**src/rtl/shift_pkg.sv**
```systemverilog
// ----------------------------------------------------------------------------
// shift_pkg
// Constants and types shared by the left and right shifters.
//   DEFAULT_DATA_W : default operand/result width (power of two, >= 2)
//   cnt_w()        : shift-count width for a given data width
//   state_t        : FSM state encoding used by the sequential shifter
// Ports: none (package).
// ----------------------------------------------------------------------------
package shift_pkg;

    localparam int DEFAULT_DATA_W = 32;

    // A count of 0..DATA_W-1 needs log2(DATA_W) bits.
    function automatic int cnt_w(input int data_w);
        return $clog2(data_w);
    endfunction

    typedef enum logic [1:0] {
        IDLE  = 2'd0,
        SHIFT = 2'd1,
        DONE  = 2'd2
    } state_t;

endpackage

```
**src/rtl/shift_left_seq_if.sv**
```systemverilog
// ----------------------------------------------------------------------------
// shift_left_seq_if
// Bundle of the operand and result handshakes of shift_left_seq.
//
// Handshake rule (both channels): a transfer happens on a rising clock edge
// where valid and ready are both high. The sender holds its payload stable
// only as required by the receiver; shift_left_seq samples A/cnt/rot solely
// on the accept edge and holds B/ovf stable for as long as out_valid is high.
//
// Signals:
//   in_valid  (master->slave) operand and count present
//   in_ready  (slave->master) shifter can accept (IDLE only)
//   A         (master->slave) operand, DATA_W bits
//   cnt       (master->slave) shift amount, CNT_W bits
//   rot       (master->slave) rotate request, only with SHL_ROTATE_EN
//   out_valid (slave->master) result present (DONE only)
//   out_ready (master->slave) consumer takes result
//   B         (slave->master) shifted result
//   ovf       (slave->master) a 1 bit left the MSB during the operation
// Configuration macro: SHL_ROTATE_EN adds the rot signal.
// ----------------------------------------------------------------------------
interface shift_left_seq_if
    import shift_pkg::*;
#(
    parameter int DATA_W = DEFAULT_DATA_W
);
    localparam int CNT_W = cnt_w(DATA_W);

    logic              in_valid;
    logic              in_ready;
    logic [DATA_W-1:0] A;
    logic [CNT_W-1:0]  cnt;
`ifdef SHL_ROTATE_EN
    logic              rot;
`endif
    logic              out_valid;
    logic              out_ready;
    logic [DATA_W-1:0] B;
    logic              ovf;

    modport master (
        output in_valid,
        output A,
        output cnt,
`ifdef SHL_ROTATE_EN
        output rot,
`endif
        output out_ready,
        input  in_ready,
        input  out_valid,
        input  B,
        input  ovf
    );

    modport slave (
        input  in_valid,
        input  A,
        input  cnt,
`ifdef SHL_ROTATE_EN
        input  rot,
`endif
        input  out_ready,
        output in_ready,
        output out_valid,
        output B,
        output ovf
    );

endinterface

```
**src/rtl/shift_left_seq.sv**
```systemverilog
// ----------------------------------------------------------------------------
// shift_left_seq
// Sequential logical left shifter: accepts an operand and a count, shifts one
// bit per clock, then presents the result and an overflow flag that is set
// when any 1 bit was shifted out past the MSB.
//
// Ports:
//   clk      rising-edge clock
//   rst_n    asynchronous active-low reset
//   bus      shift_left_seq_if.slave (operand and result handshakes)
//   o_state  current FSM state, for observation
// Configuration macro: SHL_ROTATE_EN enables rotate-left via bus.rot; in that
// mode the MSB wraps into the LSB and ovf stays 0 for the operation.
// ----------------------------------------------------------------------------
module shift_left_seq
    import shift_pkg::*;
#(
    parameter int DATA_W = DEFAULT_DATA_W
) (
    input  logic             clk,
    input  logic             rst_n,
    shift_left_seq_if.slave  bus,
    output state_t           o_state
);
    localparam int CNT_W = cnt_w(DATA_W);

    state_t            r_state;
    state_t            w_state_nxt;
    logic [DATA_W-1:0] r_data;
    logic [DATA_W-1:0] w_data_nxt;
    logic [CNT_W-1:0]  r_rem;
    logic [CNT_W-1:0]  w_rem_nxt;
    logic              r_ovf;
    logic              w_ovf_nxt;
    logic [DATA_W-1:0] r_b;
    logic              r_ovf_out;
    logic              w_in_ready;
    logic              w_out_valid;
    logic              w_fill;
    logic              w_rotating;
`ifdef SHL_ROTATE_EN
    logic              r_rot;
    logic              w_rot_nxt;

    assign w_rotating = r_rot;
`else
    assign w_rotating = 1'b0;
`endif

    // Rotate feeds the outgoing MSB back in at the LSB; logical feeds zero.
    assign w_fill = w_rotating & r_data[DATA_W-1];

    // State register.
    always_ff @(posedge clk or negedge rst_n) begin
        if (!rst_n) begin
            r_state <= IDLE;
        end else begin
            r_state <= w_state_nxt;
        end
    end

    // Next-state, datapath next values and handshake outputs.
    always_comb begin
        w_state_nxt = r_state;
        w_data_nxt  = r_data;
        w_rem_nxt   = r_rem;
        w_ovf_nxt   = r_ovf;
`ifdef SHL_ROTATE_EN
        w_rot_nxt   = r_rot;
`endif
        w_in_ready  = 1'b0;
        w_out_valid = 1'b0;

        case (r_state)
            IDLE: begin
                w_in_ready = 1'b1;
                if (bus.in_valid) begin
                    w_data_nxt = bus.A;
                    w_rem_nxt  = bus.cnt;
                    w_ovf_nxt  = 1'b0;
`ifdef SHL_ROTATE_EN
                    w_rot_nxt  = bus.rot;
`endif
                    w_state_nxt = (bus.cnt == '0) ? DONE : SHIFT;
                end
            end
            SHIFT: begin
                w_data_nxt = {r_data[DATA_W-2:0], w_fill};
                w_ovf_nxt  = r_ovf | (r_data[DATA_W-1] & ~w_rotating);
                w_rem_nxt  = r_rem - CNT_W'(1);
                // SHIFT is only entered with r_rem >= 1, so this never wraps.
                if (r_rem == CNT_W'(1)) begin
                    w_state_nxt = DONE;
                end
            end
            DONE: begin
                w_out_valid = 1'b1;
                if (bus.out_ready) begin
                    w_state_nxt = IDLE;
                end
            end
            default: begin
                w_state_nxt = IDLE;
            end
        endcase
    end

    // Working registers.
    always_ff @(posedge clk or negedge rst_n) begin
        if (!rst_n) begin
            r_data <= '0;
            r_rem  <= '0;
            r_ovf  <= 1'b0;
`ifdef SHL_ROTATE_EN
            r_rot  <= 1'b0;
`endif
        end else begin
            r_data <= w_data_nxt;
            r_rem  <= w_rem_nxt;
            r_ovf  <= w_ovf_nxt;
`ifdef SHL_ROTATE_EN
            r_rot  <= w_rot_nxt;
`endif
        end
    end

    // Result registers are loaded only on entry to DONE, so B/ovf keep the
    // last result after the handshake instead of following the next operand.
    always_ff @(posedge clk or negedge rst_n) begin
        if (!rst_n) begin
            r_b       <= '0;
            r_ovf_out <= 1'b0;
        end else if ((w_state_nxt == DONE) && (r_state != DONE)) begin
            r_b       <= w_data_nxt;
            r_ovf_out <= w_ovf_nxt;
        end
    end

    // The state register sits in IDLE during reset; gate in_ready so the
    // block does not advertise readiness until reset is released.
    assign bus.in_ready  = w_in_ready & rst_n;
    assign bus.out_valid = w_out_valid;
    assign bus.B         = r_b;
    assign bus.ovf       = r_ovf_out;
    assign o_state       = r_state;

endmodule

```
**src/flat_wrapper.sv**
```systemverilog
// flat-port wrapper written by rule: the top's interface ports become plain ports
module shift_left_seq_flat import shift_pkg::*;
#(
    parameter int DATA_W = DEFAULT_DATA_W
)
  (clk, rst_n, o_state, bus_in_valid, bus_A, bus_cnt, bus_out_ready, bus_in_ready, bus_out_valid, bus_B, bus_ovf);
  shift_left_seq_if #(.DATA_W(DATA_W)) bus_i ();
  input  logic clk;
  input  logic rst_n;
  output state_t o_state;
  input wire logic [$bits(bus_i.in_valid)-1:0] bus_in_valid;
  input wire logic [$bits(bus_i.A)-1:0] bus_A;
  input wire logic [$bits(bus_i.cnt)-1:0] bus_cnt;
  input wire logic [$bits(bus_i.out_ready)-1:0] bus_out_ready;
  output wire logic [$bits(bus_i.in_ready)-1:0] bus_in_ready;
  output wire logic [$bits(bus_i.out_valid)-1:0] bus_out_valid;
  output wire logic [$bits(bus_i.B)-1:0] bus_B;
  output wire logic [$bits(bus_i.ovf)-1:0] bus_ovf;
  assign bus_i.in_valid = bus_in_valid;
  assign bus_i.A = bus_A;
  assign bus_i.cnt = bus_cnt;
  assign bus_i.out_ready = bus_out_ready;
  assign bus_in_ready = bus_i.in_ready;
  assign bus_out_valid = bus_i.out_valid;
  assign bus_B = bus_i.B;
  assign bus_ovf = bus_i.ovf;
  shift_left_seq #(.DATA_W(DATA_W)) u_core (.clk(clk), .rst_n(rst_n), .bus(bus_i), .o_state(o_state));
endmodule
```
**config.mk**
```make
export PLATFORM = sky130hd
export DESIGN_NAME = shift_left_seq_flat
export DESIGN_NICKNAME = d
export VERILOG_FILES = /design/src/rtl/shift_pkg.sv /design/src/rtl/shift_left_seq_if.sv /design/src/rtl/shift_left_seq.sv /design/src/flat_wrapper.sv
export SDC_FILE = /design/constraint.sdc
export NUM_CORES = 1
export LEC_CHECK = 0
export CORE_UTILIZATION = 49
export DETAILED_ROUTE_END_ITERATION = 7
export GPL_TIMING_DRIVEN = 0
export PLACE_DENSITY = 0.92
export SYNTH_ARGS = -nofsm -noshare
export SYNTH_HDL_FRONTEND = slang
export SYNTH_SLANG_ARGS = --single-unit
```
**constraint.sdc**
```tcl
create_clock -name clk -period 2.1 [get_ports clk]
set_input_delay 0.315 -clock clk [delete_from_list [all_inputs] [get_ports clk]]
set_output_delay 0.315 -clock clk [all_outputs]
set_load 0.02 [all_outputs]
```
==> key figures, run 1 <==
Timing
  – Tmin final: 1.97 ns
  – Clock Skews: 0.00651 ns
  – Final setup viols: 0
  – Max-slew violations: 0
  – Worst rel slew slack: 0.555
  – Worst Max-Slew Pin Slew: 0.668 ns
  – RSZ-0062 raised after global routing: false
  – Final hold vios: 29
  – Fin Hold WS: -0.0447 ns
  – Crit share post-route: 0.936
  – Fmax: 509 MHz

Global route
  – Grt ovf: 0
  – First-pass GRT wire length: 12,400 um
  – Vias in the first global route: 2,601
  – Antenna violations before repair: 0
  – Pin count of the biggest net entering global routing: 75
  – Total GRT Usage: 0.255

Logic synthesis
  – Synth Area in Adders: 0.00806
  – Post-synth ARST share: 1.00
  – Mapped Area: 0.00310 mm2
  – Sequential area share after synthesis: 0.589
  – Syn Inst Count: 274
  – Largest cells by area after synthesis: dfrtp_1 59%, mux2_2 12%, a21oi_1 6.8%, o22ai_1 6.3%, nor2_1 4.6%
  – Post-synthesis mux area share: 0.120
  – Top-count cell post-synth: dfrtp_1
  – Area leader, netlist: dfrtp_1
  – Flops & latches, synth: 73
  – XOR/XNOR Fraction of Synth Area: 0
  – Combinational family with the most area after synthesis: compound AO/OA/AOI/OAI gates
  – Synth Warn #: 0
  – Syn_nets: 317
  – Post-Synth Simple-Gate Area: 0.0714
  – Compound-gate portion of the synthesized area: 0.165
  – Synth unique cells: 27
  – Post-synth top area share: 0.589
  – Syn_area_per_cell: 11.3 um2
  – Post-synth top cells: 73 x dfrtp_1, 42 x a21oi_1, 38 x nor2_1
  – Ys flop type: dfrtp_1
  – EDFF count, synth: 0

Outcome
  – Status: finished, violations left
  – Violated checks: negative hold slack

Power and ir drop
  – VDD IR max: 0.950 mV
  – Pleak: 1.73 nW
  – Power Density: 1550 mW/mm2

Finish
  – Antenna Cells: 0
  – Fill cells: 445
  – Utilization after layout: 0.703
  – Post-route design area: 0.00424 mm2
  – Layout Area Growth over Synthesis: 36.5%
  – Nets@finish: 406
  – Ratio of cells with drive above 1 in the final layout: 0.179

Clock tree
  – Hold_buf cts: 0
  – Htree depth: 3
  – CTS tree: yes
  – Clk slew on worst S/H paths: 0.07 ns
  – Clock sink count: 73
  – Clk root buf: clkbuf_8
  – Worst-Skew Late Latency: 0.34 ns
  – CTS Buf Count: 9
  – CTS Buffer Depth: 2

Run
  – Total of max-cap violations: 0

Critical path
  – Worst path bufs/invs: 3
  – Peak per-stage delay on the critical path: 0.38 ns
  – Cell chain of the critical path: buf_2 -> inv_4 -> nor2_1 -> dlygate4sd2_1
  – Crit Path Max Fanout: 19
  – CP Capture Type: primary output
  – CP Class: flop to primary output
  – Worst Path Required: 1.78 ns
  – Startpoint Class: flop
  – Crit path max-delay family: buffers and inverters
  – Slowest CP cell: dfrtp_1
  – Worst EP arrival: 1.65 ns

Routing
  – Routed vias/inst: 5.78
  – Initial DRC Count: 204
  – Vias: 2,560
  – DRT Pass-1 Iters: 5
  – Antenna Nets Post-Route: 0
  – DRC: 0
  – Avg WL per Cell: 17.2 um
  – Final wirelength: 7600 um

Die
  – Die height: 81.6 um
  – Full die area: 0.00665 mm2
  – Chip width: 81.6 um
  – Rows: 28
  – Top-level I/O count: 78
  – Core area: 0.00603 mm2
  – Starting density of the core: 0.515

Min path
  – Worst min path class: input pin to async pin

Place
  – GPL Wtd Cong: 0.770
  – Port buffer count: 77
  – Dpl hpwl: 5170 um
  – Placed cell area: 0.00397 mm2
[cell usage in the layout, fill, tap and decap left out]
cell type | Yosys | final
clkdlybuf4s50_1 | 0 | 74
dfrtp_1 | 73 | 73
a21oi_1 | 42 | 42
nor2_1 | 38 | 38
mux2_2 | 32 | 32
o22ai_1 | 31 | 31
clkbuf_8 | 0 | 10
inv_1 | 7 | 7
clkbuf_1 | 6 | 7
o21ai_0 | 6 | 6
buf_2 | 5 | 5
buf_4 | 4 | 5
nand2_1 | 5 | 5
nand3_1 | 4 | 4
buf_6 | 3 | 4
nand2b_1 | 3 | 3
bufinv_16 | 0 | 3
o22a_1 | 2 | 2
ha_1 | 2 | 2
dlygate4sd2_1 | 0 | 2
inv_4 | 0 | 1
o21ba_2 | 1 | 1
nor3_2 | 1 | 1
o32ai_4 | 1 | 1
a21o_1 | 1 | 1
a32oi_1 | 1 | 1
and2_1 | 1 | 1
o31ai_1 | 1 | 1
mux2_1 | 1 | 1
nor3_1 | 1 | 1
clkinvlp_4 | 0 | 1
clkinv_2 | 0 | 1
buf_12 | 0 | 1
[routing by layer]
| metal | global-route usage | up-vias | routed length [um] |
|---|---|---|---|
| met5 | 0 | - | 0 |
| met4 | 0.0789 | 0 | 101 |
| met3 | 0.0622 | 16 | 486 |
| met2 | 0.418 | 105 | 3830 |
| met1 | 0.334 | 1280 | 3180 |
| li1 | - | 1159 | - |
[sequential cells by signal (all words and copies together), names as in the netlist]
name	flops
u_core.r_rem	5
u_core.r_data	32
u_core.bus.ovf	1
u_core.bus.B	32
u_core.o_state	2
u_core.r_ovf	1
[where the power goes]
group	total [mW]	internal [mW]	switching [mW]
sequential	2.49	2.08	0.407
combinational	2.73	1.34	1.39
clock	1.34	0.820	0.516
[area by class of cell]
cell class                      instances  area, um2  area share
Multi-Input combinational cell        174       1130       0.267
Inverter                                8       32.5     0.00768
Buffer                                 18        111      0.0263
Clock inverter                          5        103      0.0242
Sequential cell                        73       1830       0.431
Timing Repair Buffer                   79        797       0.188
Tap cell                               75       93.8      0.0222
Clock buffer                           11        141      0.0334
[per-stage QoR]
step	hold slack [ns]	instances	power (mW)	setup slack (ns)	TNS, ns
after floorplan	0.0194	274	4.03	0.335	0
after global placement	0.469	426	5.06	-2.23	-125.03
after detailed placement	0.480	426	5.20	-0.195	-5.39
after CTS	0.00315	441	6.55	0.0621	0
after global routing	0.0231	443	6.94	0.0598	0
final	-0.0447	443	6.55	0.135	0
[cell families after synthesis]
family | Yosys count
AO/OA/AOI/OAI | 86
flip-flops | 73
AND/OR/NAND/NOR | 53
multiplexers | 33
buffers and inverters | 27
adder cells (fa/ha/maj) | 2
[worst paths after layout]
check	startpoint	end	slack, ns	cells past startpoint
worst max register to register	u_core.o_state[1]$_DFF_PN0_	u_core.bus.B[10]$_DFFE_PN0P_	0.24	7
max in group asynchronous	rst_n	u_core.bus.B[6]$_DFFE_PN0P_	1.65	1
worst min-delay path	rst_n	u_core.r_rem[0]$_DFFE_PN0P_	-0.04	1
min in group clk	u_core.r_rem[4]$_DFFE_PN0P_	u_core.r_rem[4]$_DFFE_PN0P_	0.50	1
worst min register to register	u_core.r_rem[4]$_DFFE_PN0P_	u_core.r_rem[4]$_DFFE_PN0P_	0.50	1
worst max-delay path	u_core.o_state[1]$_DFF_PN0_	bus_out_valid	0.13	4
[what timing repair did]
| action | in CTS | in global routing |
|---|---|---|
| setup buffers | 0 | 2 |
| setup endpoints to repair | 2 | 30 |
| pin swaps | 0 | 1 |
| resized for setup | 3 | 2 |
(Power assumes the default switching activity.)
==> run 2: changes to the inputs <==
- ABC_AREA: not set -> 1
- CORE_UTILIZATION: 49 -> 30
- PLACE_DENSITY: 0.92 -> 0.65
==> key figures, run 2 <==
Outcome
  – Status: finished clean

Timing
  – Worst Max-Slew Pin Slew: 0.492 ns
  – Final setup viols: 0
  – Final hold vios: 0
  – Tmin final: 2.02 ns
  – Fmax: 496 MHz
  – Clock Skews: 0.00888 ns
  – Crit share post-route: 0.961
  – Max-slew violations: 0
  – Worst rel slew slack: 0.672
  – Final setup TNS: 0 ns
  – RSZ-0062 raised after global routing: false
  – Final setup margin: 0.0827 ns

Logic synthesis
  – Syn Inst Count: 382
  – Sequential area share after synthesis: 0.555
  – Flops & latches, synth: 73
  – Syn_area_per_cell: 8.62 um2
  – Post-synth ARST share: 1.00
  – Post-synth top area share: 0.555
  – Area leader, netlist: dfrtp_1
  – Ys flop type: dfrtp_1
  – Synth Warn #: 0
  – Largest cells by area after synthesis: dfrtp_1 55%, nand2_1 20%, nand3_1 9.1%, nand3_2 3.0%, buf_6 2.4%
  – Synth unique cells: 25
  – Mapped Area: 0.00329 mm2
  – Syn_nets: 425
  – Top-count cell post-synth: nand2_1
  – Post-synth top cells: 178 x nand2_1, 73 x dfrtp_1, 60 x nand3_1
  – EDFF count, synth: 0

Place
  – Placed cell area: 0.00425 mm2
  – Placement Setup Slack: -0.120 ns
  – GPL Wtd Cong: 0.741
  – Dpl hpwl: 6090 um
  – Port buffer count: 77

Power and ir drop
  – VDD IR max: 0.500 mV
  – Power Density: 1450 mW/mm2
  – Pleak: 2.23 nW

Die
  – Full die area: 0.0114 mm2
  – Core area: 0.0105 mm2
  – Die height: 107 um
  – Rows: 37
  – Chip width: 107 um
  – Top-level I/O count: 78
  – Starting density of the core: 0.315

Routing
  – Antenna Nets Post-Route: 0
  – Vias: 2,765
  – DRC: 0
  – Initial DRC Count: 134
  – Routed vias/inst: 4.50
  – Avg WL per Cell: 14.0 um
  – Final wirelength: 8640 um
  – DRT Pass-1 Iters: 4

Critical path
  – Reg2Reg Setup Slack: 0.45 ns
  – Crit path max-delay family: buffers and inverters
  – Worst Path Required: 1.78 ns
  – Crit Path Max Fanout: 10
  – Slowest CP cell: clkdlybuf4s50_1
  – Worst path bufs/invs: 3
  – Critical R2R Launch: u_core.r_rem[1]$_DFFE_PN0P_
  – Worst r2r path cells: 9
  – Startpoint Class: flop
  – CP Class: flop to primary output
  – Peak per-stage delay on the critical path: 0.62 ns
  – CP Capture Type: primary output
  – Cell chain of the critical path: inv_2 -> buf_6 -> nor2_2 -> clkdlybuf4s50_1
  – Worst reg2reg endpoint: u_core.bus.B[3]$_DFFE_PN0P_
  – Worst EP arrival: 1.70 ns

Finish
  – Ratio of cells with drive above 1 in the final layout: 0.123
  – Commonest non-fill, non-tap cells in the layout: 178 x nand2_1, 76 x clkdlybuf4s50_1, 73 x dfrtp_1, 60 x nand3_1, 10 x nand3_2
  – Fill cells: 1,070
  – Layout Area Growth over Synthesis: 38.8%
  – Commonest non-fill, non-tap cell in the layout: nand2_1
  – Register area: 0.00183 mm2
  – Post-route design area: 0.00457 mm2
  – Multi-input gate area: 0.00126 mm2
  – Nets@finish: 518
  – Antenna Cells: 0

Run
  – Total of max-cap violations: 0

Global route
  – Pin count of the biggest net entering global routing: 44
  – Grt ovf: 0
  – Total GRT Usage: 0.165
  – First-pass GRT wire length: 14,400 um
  – Antenna violations before repair: 0
  – Vias in the first global route: 2,915

Clock tree
  – Post-CTS setup buffer count: 0
  – Clock sink count: 73
  – Clk slew on worst S/H paths: 0.07 ns
  – CTS Buffer Depth: 2
  – Clk root buf: clkbuf_8
  – Htree depth: 3
  – CTS Buf Count: 9
  – Worst-Skew Late Latency: 0.35 ns
  – CTS tree: yes

Min path
  – Worst min path class: input pin to async pin
## run 2: cell count changes after synthesis, sizes merged, moves of 29 or more
cell   change
nand3     +66
a21oi     -41
nor2      -29
o22ai     -31
nand2    +177
mux2      -33
## run 2: per-layer routing
layer  track usage  up-vias  routed length (um)
met1         0.226     1292                4210
met3        0.0389        9                 369
li1              -     1409                   -
met5             0        -                   0
met2         0.253       55                3940
met4        0.0616        0                 112
## run 2: final cells by class
class,count,area share
Buffer,20,0.0339
Clock buffer,9,0.0271
Clock inverter,6,0.0235
Inverter,13,0.0115
Multi-Input combinational cell,276,0.275
Sequential cell,73,0.400
Tap cell,136,0.0372
Timing Repair Buffer,82,0.192
## run 2: power by group
group          leakage [nW]  internal [mW]  switching (mW)
Combinational          1.17           1.25            1.68
Sequential            0.936           2.05           0.364
Clock                 0.115          0.778           0.531
Total                  2.23           4.07            2.57
## run 2: kinds of logic (layout without fill, tap and decap cells)
| group | after synthesis | in the layout | synth area share |
|---|---|---|---|
| flops | 73 | 73 | 0.555 |
| compound gates | 10 | 10 | 0.0224 |
| fa+ha+maj | 2 | 2 | 0.00760 |
| xor+xnor | 2 | 2 | 0.00532 |
| simple gates | 262 | 262 | 0.347 |
| buf+inv | 33 | 130 | 0.0631 |
## run 2: worst max-delay path by stage
stage / depth (start not counted) / startpoint / to
CTS: 4 / u_core.o_state[1]$_DFF_PN0_ / bus_out_valid
detailed placement: 4 / rst_n / bus_in_ready
global placement: 3 / rst_n / bus_in_ready
global route: 4 / u_core.o_state[1]$_DFF_PN0_ / bus_out_valid
floorplan: 9 / u_core.o_state[1]$_DFF_PN0_ / u_core.bus.B[11]$_DFFE_PN0P_
finish: 4 / u_core.o_state[1]$_DFF_PN0_ / bus_out_valid
## run 2: worst register-to-register path: stages (launching register included)
cell      delay [ns]
dfrtp_1         0.36
inv_1           0.11
ha_1            0.17
inv_1           0.04
nor2_1          0.17
nand3_2         0.13
nand3_2         0.18
clkbuf_4        0.24
nand3_1         0.09
nand2_1         0.09
## run 2: what timing repair did
| item | in CTS | in global routing |
|---|---|---|
| hold endpoints to repair | 30 | 0 |
| setup endpoints to repair | 1 | 0 |
| hold buffers | 4 | 0 |
| resized for setup | 2 | 0 |
## run 2: through the flow
stage	utilization	hold slack [ns]	std cells	total power [mW]
floorplan	-	0.0194	382	4.14
global placement	0.405	0.456	595	5.28
detailed placement	0.406	0.289	596	5.35
CTS	0.437	0.0320	615	6.71
global route	0.437	0.0318	615	7.13
finish	0.437	0.0266	615	6.64
